--- config.mk ---
export PLATFORM = sky130hd
export DESIGN_NAME = bram_copy_ctrl
export DESIGN_NICKNAME = d
export VERILOG_FILES = /design/src/rtl/bram_copy_ctrl.sv
export SDC_FILE = /design/constraint.sdc
export NUM_CORES = 1
export LEC_CHECK = 0
export BUFFER_PORTS_ARGS = -buffer_cell sky130_fd_sc_hd__buf_4
export CAP_MARGIN = 0
export CORE_MARGIN = 10
export CORE_UTILIZATION = 50
export CTS_BUF_LIST = sky130_fd_sc_hd__clkbuf_8
export DETAILED_ROUTE_END_ITERATION = 6
export HOLD_SLACK_MARGIN = 0.02
export PLACE_DENSITY = 0.91
export SYNTH_ARGS = -nofsm -noshare
export SYNTH_HDL_FRONTEND = slang
export SYNTH_SLANG_ARGS = --single-unit
--- constraint.sdc ---
create_clock -name clk -period 4.3 [get_ports clk]
set_input_delay 0.43 -clock clk [delete_from_list [all_inputs] [get_ports clk]]
set_output_delay 0.43 -clock clk [all_outputs]
set_load 0.05 [all_outputs]
--- src/rtl/bram_copy_ctrl.sv ---
// Streams N words from a source BRAM port to a destination BRAM port, one read per cycle,
// and pulses done to both memories when the last write has landed.
module bram_copy_ctrl #(
  parameter int ADDR_WIDTH = 15,
  parameter int CNT_WIDTH  = 13,
  parameter int RD_LAT     = 1
) (
  input  logic                  clk,
  input  logic                  rst_n,
  input  logic                  start,
  input  logic [ADDR_WIDTH-1:0] src_base,
  input  logic [ADDR_WIDTH-1:0] dst_base,
  input  logic [CNT_WIDTH-1:0]  num_words,
  output logic                  busy,
  output logic                  done,
  output logic [CNT_WIDTH-1:0]  words_copied,
  output logic [ADDR_WIDTH-1:0] src_addr,
  output logic                  src_en,
  output logic [3:0]            src_we,
  output logic                  src_rst,
  output logic                  src_done,
  input  logic [31:0]           src_rddata,
  output logic [ADDR_WIDTH-1:0] dst_addr,
  output logic                  dst_en,
  output logic [3:0]            dst_we,
  output logic [31:0]           dst_wrdata,
  output logic                  dst_rst,
  output logic                  dst_done
);

  typedef enum logic [1:0] {IDLE, READ, DRAIN, FINISH} state_t;

  localparam logic [ADDR_WIDTH-1:0] STEP       = ADDR_WIDTH'(4);
  localparam logic [ADDR_WIDTH-1:0] ALIGN_MASK = ~ADDR_WIDTH'(3);

  state_t                state_reg, state_next;
  logic [CNT_WIDTH-1:0]  rem_reg;
  logic [CNT_WIDTH-1:0]  words_reg;
  logic [ADDR_WIDTH-1:0] src_addr_reg;
  logic [ADDR_WIDTH-1:0] dst_ptr_reg;
  logic                  src_en_reg;
  logic                  busy_reg;
  logic                  done_reg;
  logic                  pipe_v_reg [RD_LAT];
  logic [ADDR_WIDTH-1:0] pipe_a_reg [RD_LAT];
  logic                  upstream_pending;

  // Reads still travelling toward the tail stage; the tail itself is written this cycle.
  always_comb begin
    upstream_pending = 1'b0;
    for (int j = 0; j < RD_LAT - 1; j++) begin
      upstream_pending = upstream_pending | pipe_v_reg[j];
    end
  end

  always_comb begin
    state_next = state_reg;
    case (state_reg)
      IDLE: begin
        if (start) begin
          state_next = (num_words == '0) ? FINISH : READ;
        end
      end
      READ: begin
        if (rem_reg == '0) begin
          state_next = DRAIN;
        end
      end
      DRAIN: begin
        if (!upstream_pending) begin
          state_next = FINISH;
        end
      end
      FINISH:  state_next = IDLE;
      default: state_next = IDLE;
    endcase
  end

  always_ff @(posedge clk or negedge rst_n) begin
    if (!rst_n) begin
      state_reg    <= IDLE;
      rem_reg      <= '0;
      words_reg    <= '0;
      src_addr_reg <= '0;
      dst_ptr_reg  <= '0;
      src_en_reg   <= 1'b0;
      busy_reg     <= 1'b0;
      done_reg     <= 1'b0;
      for (int j = 0; j < RD_LAT; j++) begin
        pipe_v_reg[j] <= 1'b0;
        pipe_a_reg[j] <= '0;
      end
    end else begin
      state_reg <= state_next;
      // A zero-length job is busy only for its single FINISH cycle.
      busy_reg  <= (state_next == READ) || (state_next == DRAIN) ||
                   ((state_reg == IDLE) && start);
      done_reg  <= (state_next == FINISH);

      case (state_reg)
        IDLE: begin
          if (start && (num_words != '0)) begin
            src_en_reg   <= 1'b1;
            src_addr_reg <= src_base & ALIGN_MASK;
            dst_ptr_reg  <= dst_base & ALIGN_MASK;
            rem_reg      <= num_words - 1'b1;
          end
        end
        READ: begin
          if (rem_reg == '0) begin
            src_en_reg   <= 1'b0;
            src_addr_reg <= '0;
          end else begin
            src_addr_reg <= src_addr_reg + STEP;
            dst_ptr_reg  <= dst_ptr_reg + STEP;
            rem_reg      <= rem_reg - 1'b1;
          end
        end
        default: ;
      endcase

      if ((state_reg == IDLE) && start) begin
        words_reg <= '0;
      end else if (pipe_v_reg[RD_LAT-1]) begin
        words_reg <= words_reg + 1'b1;
      end

      // Destination address rides alongside the read it belongs to.
      pipe_v_reg[0] <= src_en_reg;
      pipe_a_reg[0] <= src_en_reg ? dst_ptr_reg : '0;
      for (int j = 1; j < RD_LAT; j++) begin
        pipe_v_reg[j] <= pipe_v_reg[j-1];
        pipe_a_reg[j] <= pipe_a_reg[j-1];
      end
    end
  end

  assign busy         = busy_reg;
  assign done         = done_reg;
  assign words_copied = words_reg;
  assign src_addr     = src_addr_reg;
  assign src_en       = src_en_reg;
  assign src_we       = 4'b0000;
  assign src_rst      = 1'b0;
  assign src_done     = done_reg;
  assign dst_en       = pipe_v_reg[RD_LAT-1];
  assign dst_addr     = pipe_a_reg[RD_LAT-1];
  assign dst_we       = {4{pipe_v_reg[RD_LAT-1]}};
  assign dst_wrdata   = src_rddata;
  assign dst_rst      = 1'b0;
  assign dst_done     = done_reg;

endmodule

==> results_dict.tcl, run 1 <==
set metrics [dict create \
    sequentialPowerShare_pct 35.5 \
    cts_tree "yes" \
    min_period_ns 3.038 \
    dp_cells 621 \
    syn_inst 483 \
    maxSlewViolCount 0 \
    clkTransAtPathRegs_ns 0.08 \
    muxShareOfSynthArea_pct 2.959 \
    nets 610 \
    die_w_um 112.4 \
    yosys_warnings 0 \
    dpl.hpwl_um 7914 \
    ys_top_cells_by_area "dfrtp_1, buf_4, o21ai_0" \
    cpLargestDelayFamily "simple AND/OR/NAND/NOR gates" \
    cp.arrival_ns 3.26 \
    drtIter0Drc 251 \
    setup_viol 0 \
    crit_path_end_kind "flop" \
    power.internal_w 0.001873 \
    die_h_um 112.4 \
    cts_root_buffer "clkbuf_8" \
    synth_edf_count 0 \
    antenna_found_initial 0 \
    ys_seq_elements 71 \
    synth_compound_area_share_pct 17.96 \
    async_flop_share_pct 100.0 \
    core_area_um2 8258 \
    finalSetupTns_ns 0 \
    initial_utilization_pct 51.71 \
    critPathRequiredTime_ns 4.53 \
    power_frac_clock_pct 21.1 \
    viasPerCell 5.879 \
    tightest_slew_ns 1.078 \
    synth.distinct_cells 60 \
    wire_per_inst_um 17.24 \
    crit_buf_inv 0 \
    rows 33 \
    layout-drive-gt1-share_pct 23.87 \
    rsz0062_at_grt "false" \
    antenna_left 0 \
    synth_top_flop_cell "dfrtp_1" \
    synth_top_area_share_pct 41.61 \
    clock.fmax_mhz 329.2 \
    hold_viol 0 \
    wl_um 10980 \
    max-cap-violations 0 \
    path_class "reg -> reg" \
    area_growth_pct 16.17 \
    status "finished clean" \
    clockBufferDepth 2 \
    vias 3745 \
    synth_xor_xnor_area_share_pct 2.666 \
    clk_latency_ns 0.34 \
    grt_pass1_vias 3766 \
    syn-cell-area_um2 4270 \
    irDropWorstVdd_uv 415.8 \
    dieArea_um2 12640 \
    n_antenna_cell 0 \
    p_per_area_nw_per_um2 676.6 \
    grt_pass1_wl_um 17910 \
    fin_crit_sh_pct 70.65 \
    port_buffers 90 \
    remaining_drc_errors 0 \
    firstDrtPassIters 5 \
    postCtsHoldBufs 0 \
    p_switching_w 0.001483 \
    fin_hold_ws_ns 0.2086 \
    syn_area_per_cell_um2 8.841 \
    post_cts_buffers 0 \
    crit_path_start_kind "flop" \
    final_cells 637 \
    grtUsageTotal_pct 16.69 \
    synthAdderAreaFrac_pct 1.465 \
    ctsResizeCount 0 \
    synth_top_area_cell "dfrtp_1" \
    numCtsBuffers 9 \
    p_sw_share_pct 44.19 \
    grt_start_max_net_pins 72 \
    globalplace.congestion 0.9068 \
    slowest_delay_ns 0.59 \
    yosysSeqAreaShare_pct 41.61 \
    path_cells "or4_4 > nor4_4 > nand2b_1 > o21ai_0 > ha_1 > or2_2" \
    combPwrFrac_pct 43.4 \
    hold_path_class "in -> async" \
    ctsHtreeMaxLevel 3 \
    fin_worst_skew_ns 0.01142 \
    pin_count 169 \
    clock_sinks 71 \
    synth_top_family_by_area "simple AND/OR/NAND/NOR gates" \
    p_leak_nw 2.249 \
    critPathSlowestCell "nand2b_1" \
    synthSimpleGateAreaFrac_pct 21.59 \
    overflow 0 \
    timing.slew.headroom_pct 27.40 \
    worstPathMaxFanout 19 \
]
==> cell families (layout without fill, tap and decap cells) <==
| group | Yosys count | count (layout) |
|---|---|---|
| compound gates | 123 | 123 |
| simple gates | 181 | 181 |
| buf+inv | 77 | 117 |
| xor+xnor | 13 | 13 |
| fa+ha+maj | 5 | 5 |
| other cells | 1 | 10 |
| mux | 12 | 12 |
| flops | 71 | 71 |
==> cells in the final DEF (no fill, tap or decap), types with 3 or more instances in the layout <==
| cell | count |
|---|---|
| a31oi_1 | 5 |
| and2_1 | 14 |
| a221o_1 | 6 |
| nand2b_1 | 4 |
| or3_1 | 3 |
| and3_1 | 6 |
| nand4_1 | 9 |
| bufinv_16 | 4 |
| inv_1 | 6 |
| ha_1 | 5 |
| mux2i_1 | 10 |
| nand3_1 | 11 |
| o22ai_1 | 6 |
| clkbuf_8 | 9 |
| a211oi_1 | 3 |
| nand2_1 | 46 |
| nor4_1 | 6 |
| nor3_1 | 12 |
| o211ai_1 | 4 |
| dfrtp_1 | 71 |
| conb_1 | 10 |
| buf_4 | 95 |
| xor2_1 | 11 |
| o21ai_0 | 38 |
| nor2_1 | 50 |
| nor3b_1 | 4 |
| o31ai_1 | 4 |
| o21a_1 | 4 |
| a21oi_1 | 35 |
==> layout make-up <==
type	count	area, µm²
Clock buffer	9	123.9
Clock inverter	7	145.1
Fill cell	705	3297
Inverter	6	22.52
Multi-Input combinational cell	344	2048
Sequential cell	71	1777
Tap cell	105	131.4
Timing Repair Buffer	95	713.2
==> cells in the mapped netlist (5+ instances only) <==
| library cell | n |
|---|---|
| a21oi_1 | 35 |
| a221o_1 | 6 |
| a31oi_1 | 5 |
| and2_1 | 14 |
| and3_1 | 6 |
| buf_4 | 49 |
| clkbuf_1 | 15 |
| dfrtp_1 | 71 |
| ha_1 | 5 |
| inv_1 | 6 |
| mux2i_1 | 10 |
| nand2_1 | 46 |
| nand3_1 | 11 |
| nand4_1 | 9 |
| nor2_1 | 50 |
| nor3_1 | 13 |
| nor4_1 | 6 |
| o21ai_0 | 38 |
| o22ai_1 | 6 |
| xor2_1 | 11 |
==> power groups by stage <==
stage | combinational (W) | clock (W) | sequential (W)
after CTS | 0.00147 | 0.000721 | 0.00119
after floorplan | 0.000668 | 0 | 0.00162
after global routing | 0.00156 | 0.000746 | 0.00124
after detailed placement | 0.00146 | 0 | 0.00120
final | 0.00146 | 0.000708 | 0.00119
after global placement | 0.00142 | 0 | 0.00117
==> per-stage QoR <==
| step | util (%) | instance area [µm²] | setup WS [ns] | total power (W) |
|---|---|---|---|---|
| 2_1_floorplan | - | 4304 | 1.304 | 0.002289 |
| 3_3_place_gp | 56.82 | 4692 | 1.386 | 0.002591 |
| 3_5_place_dp | 56.82 | 4692 | 1.257 | 0.002658 |
| 4_1_cts | 60.08 | 4961 | 1.260 | 0.003373 |
| 5_1_grt | 60.08 | 4961 | 1.061 | 0.003546 |
| 6_report | 60.08 | 4961 | 1.262 | 0.003357 |
==> worst paths after layout <==
check	from	endpoint	slack, ns	depth (start not counted)
max in group asynchronous	rst_n	state_reg[1]	3.50	1
worst max register to register	rem_reg[2]	busy	1.26	6
worst min register to register	dst_ptr_reg[14]	dst_addr[14]	0.52	1
min in group clk	src_base[8]	src_addr[8]	0.28	3
worst max-delay path	rem_reg[2]	busy	1.26	6
worst min-delay path	rst_n	dst_addr[12]	0.21	1
==> routing by layer <==
layer	GRT usage, %	vias to the layer above	part of all wire (%)
met2	27.42	166	49
met1	19.53	1794	41
met3	4.739	40	7.5
met5	0	-	0
li1	-	1745	-
met4	8.376	0	2.7
Power figures use the tool's default switching activity.
==> run 2, diff against run 1 <==
- clock period: 4.3 -> 2.95 ns (I/O delays scaled with it)
==> run 2 against run 1 <==
Critical endpoint is now dst_ptr_reg[4]. Clock skew is 0.0033 ns lower. Largest cell class unchanged. Combinational power is 46% higher. Setup slack worse by 0.88 ns. Wire length is 1.0% higher.
==> results_dict.tcl, run 2 (same netlist as run 1, synthesis figures left out) <==
set metrics [dict create \
    final_cell_mix "buf_4, dfrtp_1, nor2_1, nand2_1, o21ai_0" \
    critPathRequiredTime_ns 3.18 \
    met3_length_um 876 \
    r2r_cells 7 \
    routed.top_layer "met4" \
    fin_hold_ws_ns 0.05958 \
    total_power_w 0.004832 \
    min_period_ns 2.566 \
    layout-drive-gt1-share_pct 24.02 \
    final_common_cell "buf_4" \
    dpl.hpwl_um 7896 \
    rows 33 \
    area_growth_pct 15.76 \
    sequentialPowerShare_pct 36.0 \
    initial_utilization_pct 51.71 \
    die_w_um 112.4 \
    setup_viol 0 \
    grt_pass1_wl_um 17860 \
    combPwrFrac_pct 44.1 \
    ctsHtreeMaxLevel 3 \
    nets 611 \
    clkTransAtPathRegs_ns 0.08 \
    worstPathMaxFanout 10 \
    crit_path_start_kind "flop" \
    max-cap-violations 0 \
    antenna_left 0 \
    remaining_drc_errors 0 \
    maxSlewViolCount 0 \
    p_switching_w 0.002184 \
    post_cts_buffers 0 \
    p_leak_nw 2.244 \
    p_per_area_nw_per_um2 977.4 \
    antenna_found_initial 0 \
    viasPerCell 5.915 \
    grt_start_max_net_pins 72 \
    timing.slew.headroom_pct 31.12 \
    numCtsBuffers 9 \
    clock.fmax_mhz 389.7 \
    cts_tree "yes" \
    wl_um 11100 \
    die_h_um 112.4 \
    firstDrtPassIters 5 \
    fin_crit_sh_pct 86.97 \
    tightest_slew_ns 1.028 \
    globalplace.congestion 0.8776 \
    cp.arrival_ns 2.80 \
    r2r_setup_slack_ns 0.38 \
    core_area_um2 8258 \
    cts_root_buffer "clkbuf_8" \
    clockBufferDepth 2 \
    finalSetupTns_ns 0 \
    power_frac_clock_pct 19.9 \
    crit_path_end_kind "flop" \
    port_buffers 90 \
    dieArea_um2 12640 \
    hold_viol 0 \
    rsz0062_at_grt "false" \
    grt_pass1_vias 3710 \
    grtUsageTotal_pct 16.58 \
    status "finished clean" \
    drtIter0Drc 256 \
    clk_latency_ns 0.34 \
    vias 3774 \
    path_class "reg -> reg" \
    wire_per_inst_um 17.39 \
    p_sw_share_pct 45.20 \
    wl_met1_um 4517 \
    wl_met2_um 5428 \
    fin_worst_skew_ns 0.008103 \
    pin_count 169 \
    clock_sinks 71 \
    irDropWorstVdd_uv 681.9 \
    ctsResizeCount 0 \
    postCtsHoldBufs 0 \
    n_antenna_cell 0 \
    power.internal_w 0.002648 \
    hold_path_class "in -> async" \
    overflow 0 \
]
[run 2: worst paths after layout]
path	startpoint	endpoint
worst min register to register	dst_ptr_reg[12]	dst_addr[12]
min in group clk	src_base[8]	src_addr[8]
worst max-delay path	rem_reg[2]	dst_ptr_reg[4]
worst min-delay path	rst_n	dst_addr[8]
max in group asynchronous	rst_n	rem_reg[4]
worst max register to register	rem_reg[2]	dst_ptr_reg[4]
[run 2: through the flow]
stage,utilization (%),instances,instance area (µm²),worst slack (ns)
after floorplan,-,492,4305,0.04987
after global placement,56.91,622,4700,0.4407
after detailed placement,56.91,622,4700,0.4111
after CTS,59.86,638,4943,0.3774
after global routing,59.86,638,4943,0.2060
final,59.86,638,4943,0.3842
[run 2: metal layers]
| layer | vias up | GRT usage (%) |
|---|---|---|
| met4 | 0 | 7.360 |
| met2 | 192 | 27.77 |
| met3 | 42 | 4.792 |
| li1 | 1754 | - |
| met1 | 1786 | 19.24 |
| met5 | - | 0 |
[run 2: critical path: stages, from the launching register on]
cell and delay (ns):
dfrtp_1 0.44, or4_4 0.58, nor4_4 0.39, nor2_2 0.17, nor2_2 0.44, buf_4 0.22
nor2_1 0.05, o22a_1 0.17
[run 2: area by class of cell]
class	count	area, µm²
clock buffer	9	123.9
clock inverter	7	120.1
fill	690	3314
inverter	6	22.52
multi-input combinational	344	2048
sequential	71	1777
tap	105	131.4
timing repair buffer	96	720.7
[run 2: power by group through the flow]
| stage | clock, W | combinational (W) | sequential (W) |
|---|---|---|---|
| 6_report | 0.000963 | 0.00213 | 0.00174 |
| 5_1_grt | 0.00102 | 0.00229 | 0.00180 |
| 3_3_place_gp | 0 | 0.00206 | 0.00171 |
| 4_1_cts | 0.000971 | 0.00214 | 0.00173 |
| 3_5_place_dp | 0 | 0.00213 | 0.00175 |
| 2_1_floorplan | 0 | 0.000973 | 0.00236 |
==> run 3, diff against run 2 <==
- CORE_ASPECT_RATIO: default -> 2
==> run 3 against run 2 <==
Count of clock-buffer cells in the layout is the same. Design area down 1.2%. Combinational power hardly changed. Wire length decreased by 0.89%. Setup slack better by 0.048 ns. Cell count down 0.63%. Global-route usage is 0.15 points higher. Utilization shrank 0.98 points. Fmax up 1.9%.
==> results_dict.tcl, run 3 (same netlist as run 1, synthesis figures left out) <==
set metrics [dict create \
    cpLargestDelayFamily "simple AND/OR/NAND/NOR gates" \
    grt_pass1_vias 3722 \
    numCtsBuffers 9 \
    antenna_left 0 \
    timing.slew.headroom_pct 20.29 \
    multi_input_area_um2 2043 \
    drtIter0Drc 234 \
    clock_sinks 71 \
    tightest_slew_ns 1.183 \
    finalSetupTns_ns 0 \
    fin_crit_sh_pct 85.36 \
    nets 614 \
    maxSlewViolCount 0 \
    post_cts_buffers 0 \
    min_period_ns 2.518 \
    port_buffers 90 \
    ctsResizeCount 0 \
    grtUsageTotal_pct 16.72 \
    final_cell_mix "buf_4, dfrtp_1, nor2_1, nand2_1, o21ai_0" \
    p_per_area_nw_per_um2 935.1 \
    postCtsHoldBufs 0 \
    crit_buf_inv 1 \
    crit_top_cell "a21oi_1" \
    grt_pass1_wl_um 17560 \
    dpl.hpwl_um 8183 \
    layout-drive-gt1-share_pct 24.07 \
    cts_root_buffer "clkbuf_8" \
    seqCellArea_um2 1777 \
    core_area_um2 8292 \
    fin_worst_skew_ns 0.008537 \
    p_leak_nw 2.226 \
    initial_utilization_pct 51.50 \
    globalplace.congestion 0.8720 \
    remaining_drc_errors 0 \
    worstPathMaxFanout 11 \
    clkTransAtPathRegs_ns 0.08 \
    die_w_um 85.35 \
    viasPerCell 5.858 \
    setup_viol 0 \
    fin_hold_ws_ns 0.05729 \
    firstDrtPassIters 4 \
    n_antenna_cell 0 \
    total_power_w 0.004565 \
    path_class "reg -> reg" \
    final_cells 634 \
    rows 47 \
    critPathSlowestCell "or4b_4" \
    irDropWorstVdd_uv 465.5 \
    clk_latency_ns 0.35 \
    dp_cells 618 \
    status "finished clean" \
    final_common_cell "buf_4" \
    overflow 0 \
    rsz0062_at_grt "false" \
    path_cells "nand2b_1 > buf_4 > mux2i_1 > or4b_4 > or3_1 > a21oi_1 > a21oi_1" \
    hold_path_class "in -> async" \
    dieArea_um2 12860 \
    area_growth_pct 14.33 \
    critPathRequiredTime_ns 3.19 \
    vias 3714 \
    final_core_util_pct 58.88 \
    cts_tree "yes" \
    hold_viol 0 \
    crit_path_end_kind "flop" \
    crit_path_start_kind "flop" \
    die_h_um 150.7 \
    cp.arrival_ns 2.75 \
    wl_um 11000 \
    grt_start_max_net_pins 72 \
    wire_per_inst_um 17.34 \
    antenna_found_initial 0 \
    pin_count 169 \
    slowest_delay_ns 0.63 \
    fill_cells 721 \
    clock.fmax_mhz 397.1 \
    clockBufferDepth 2 \
    max-cap-violations 0 \
    ctsHtreeMaxLevel 3 \
]
[run 3: cell types whose count changed in the layout (fill, tap and decap cells not counted), sizes merged]
cell,change
clkinv,+1
inv,+1
bufinv,-3
clkinvlp,+1
buf,+3
[run 3: per-stage QoR]
| step | instance area [µm²] | setup slack (ns) |
|---|---|---|
| 2_1_floorplan | 4305 | 0.04987 |
| 3_3_place_gp | 4708 | 0.5380 |
| 3_5_place_dp | 4708 | 0.4813 |
| 4_1_cts | 4882 | 0.4601 |
| 5_1_grt | 4882 | 0.3002 |
| 6_report | 4882 | 0.4319 |
[run 3: area by class of cell]
cell class / instances / area share [%]
Inverter: 6 / 0.4613
Sequential cell: 71 / 36.39
Clock buffer: 9 / 2.537
Tap cell: 98 / 2.512
Timing Repair Buffer: 99 / 15.22
Clock inverter: 7 / 1.025
Multi-Input combinational cell: 344 / 41.85
[run 3: power by group]
part           internal, W  leakage, nW  switching, W
combinational     0.000737         1.29       0.00140
clock             0.000306       0.0870      0.000386
sequential         0.00135        0.845      0.000389
total              0.00239         2.23       0.00218
[run 3: final timing paths]
path / slack [ns] / endpoint / cells after the start / from
hold reg to reg: 0.52 / dst_ptr_reg[2] / 1 / dst_ptr_reg[2]
setup / recovery: 0.43 / rem_reg[10] / 7 / state_reg[1]
min in group clk: 0.14 / src_addr[8] / 3 / src_base[8]
setup reg to reg: 0.43 / rem_reg[10] / 7 / state_reg[1]
hold / removal: 0.06 / dst_addr[13] / 1 / rst_n
max in group asynchronous: 2.29 / src_addr[10] / 1 / rst_n
[run 3: per-layer routing]
| metal | up-vias | routed length, µm | track usage [%] |
|---|---|---|---|
| li1 | 1759 | - | - |
| met3 | 47 | 653 | 3.950 |
| met2 | 130 | 5876 | 29.03 |
| met4 | 0 | 380 | 9.851 |
| met1 | 1778 | 4085 | 17.81 |
| met5 | - | 0 | 0 |
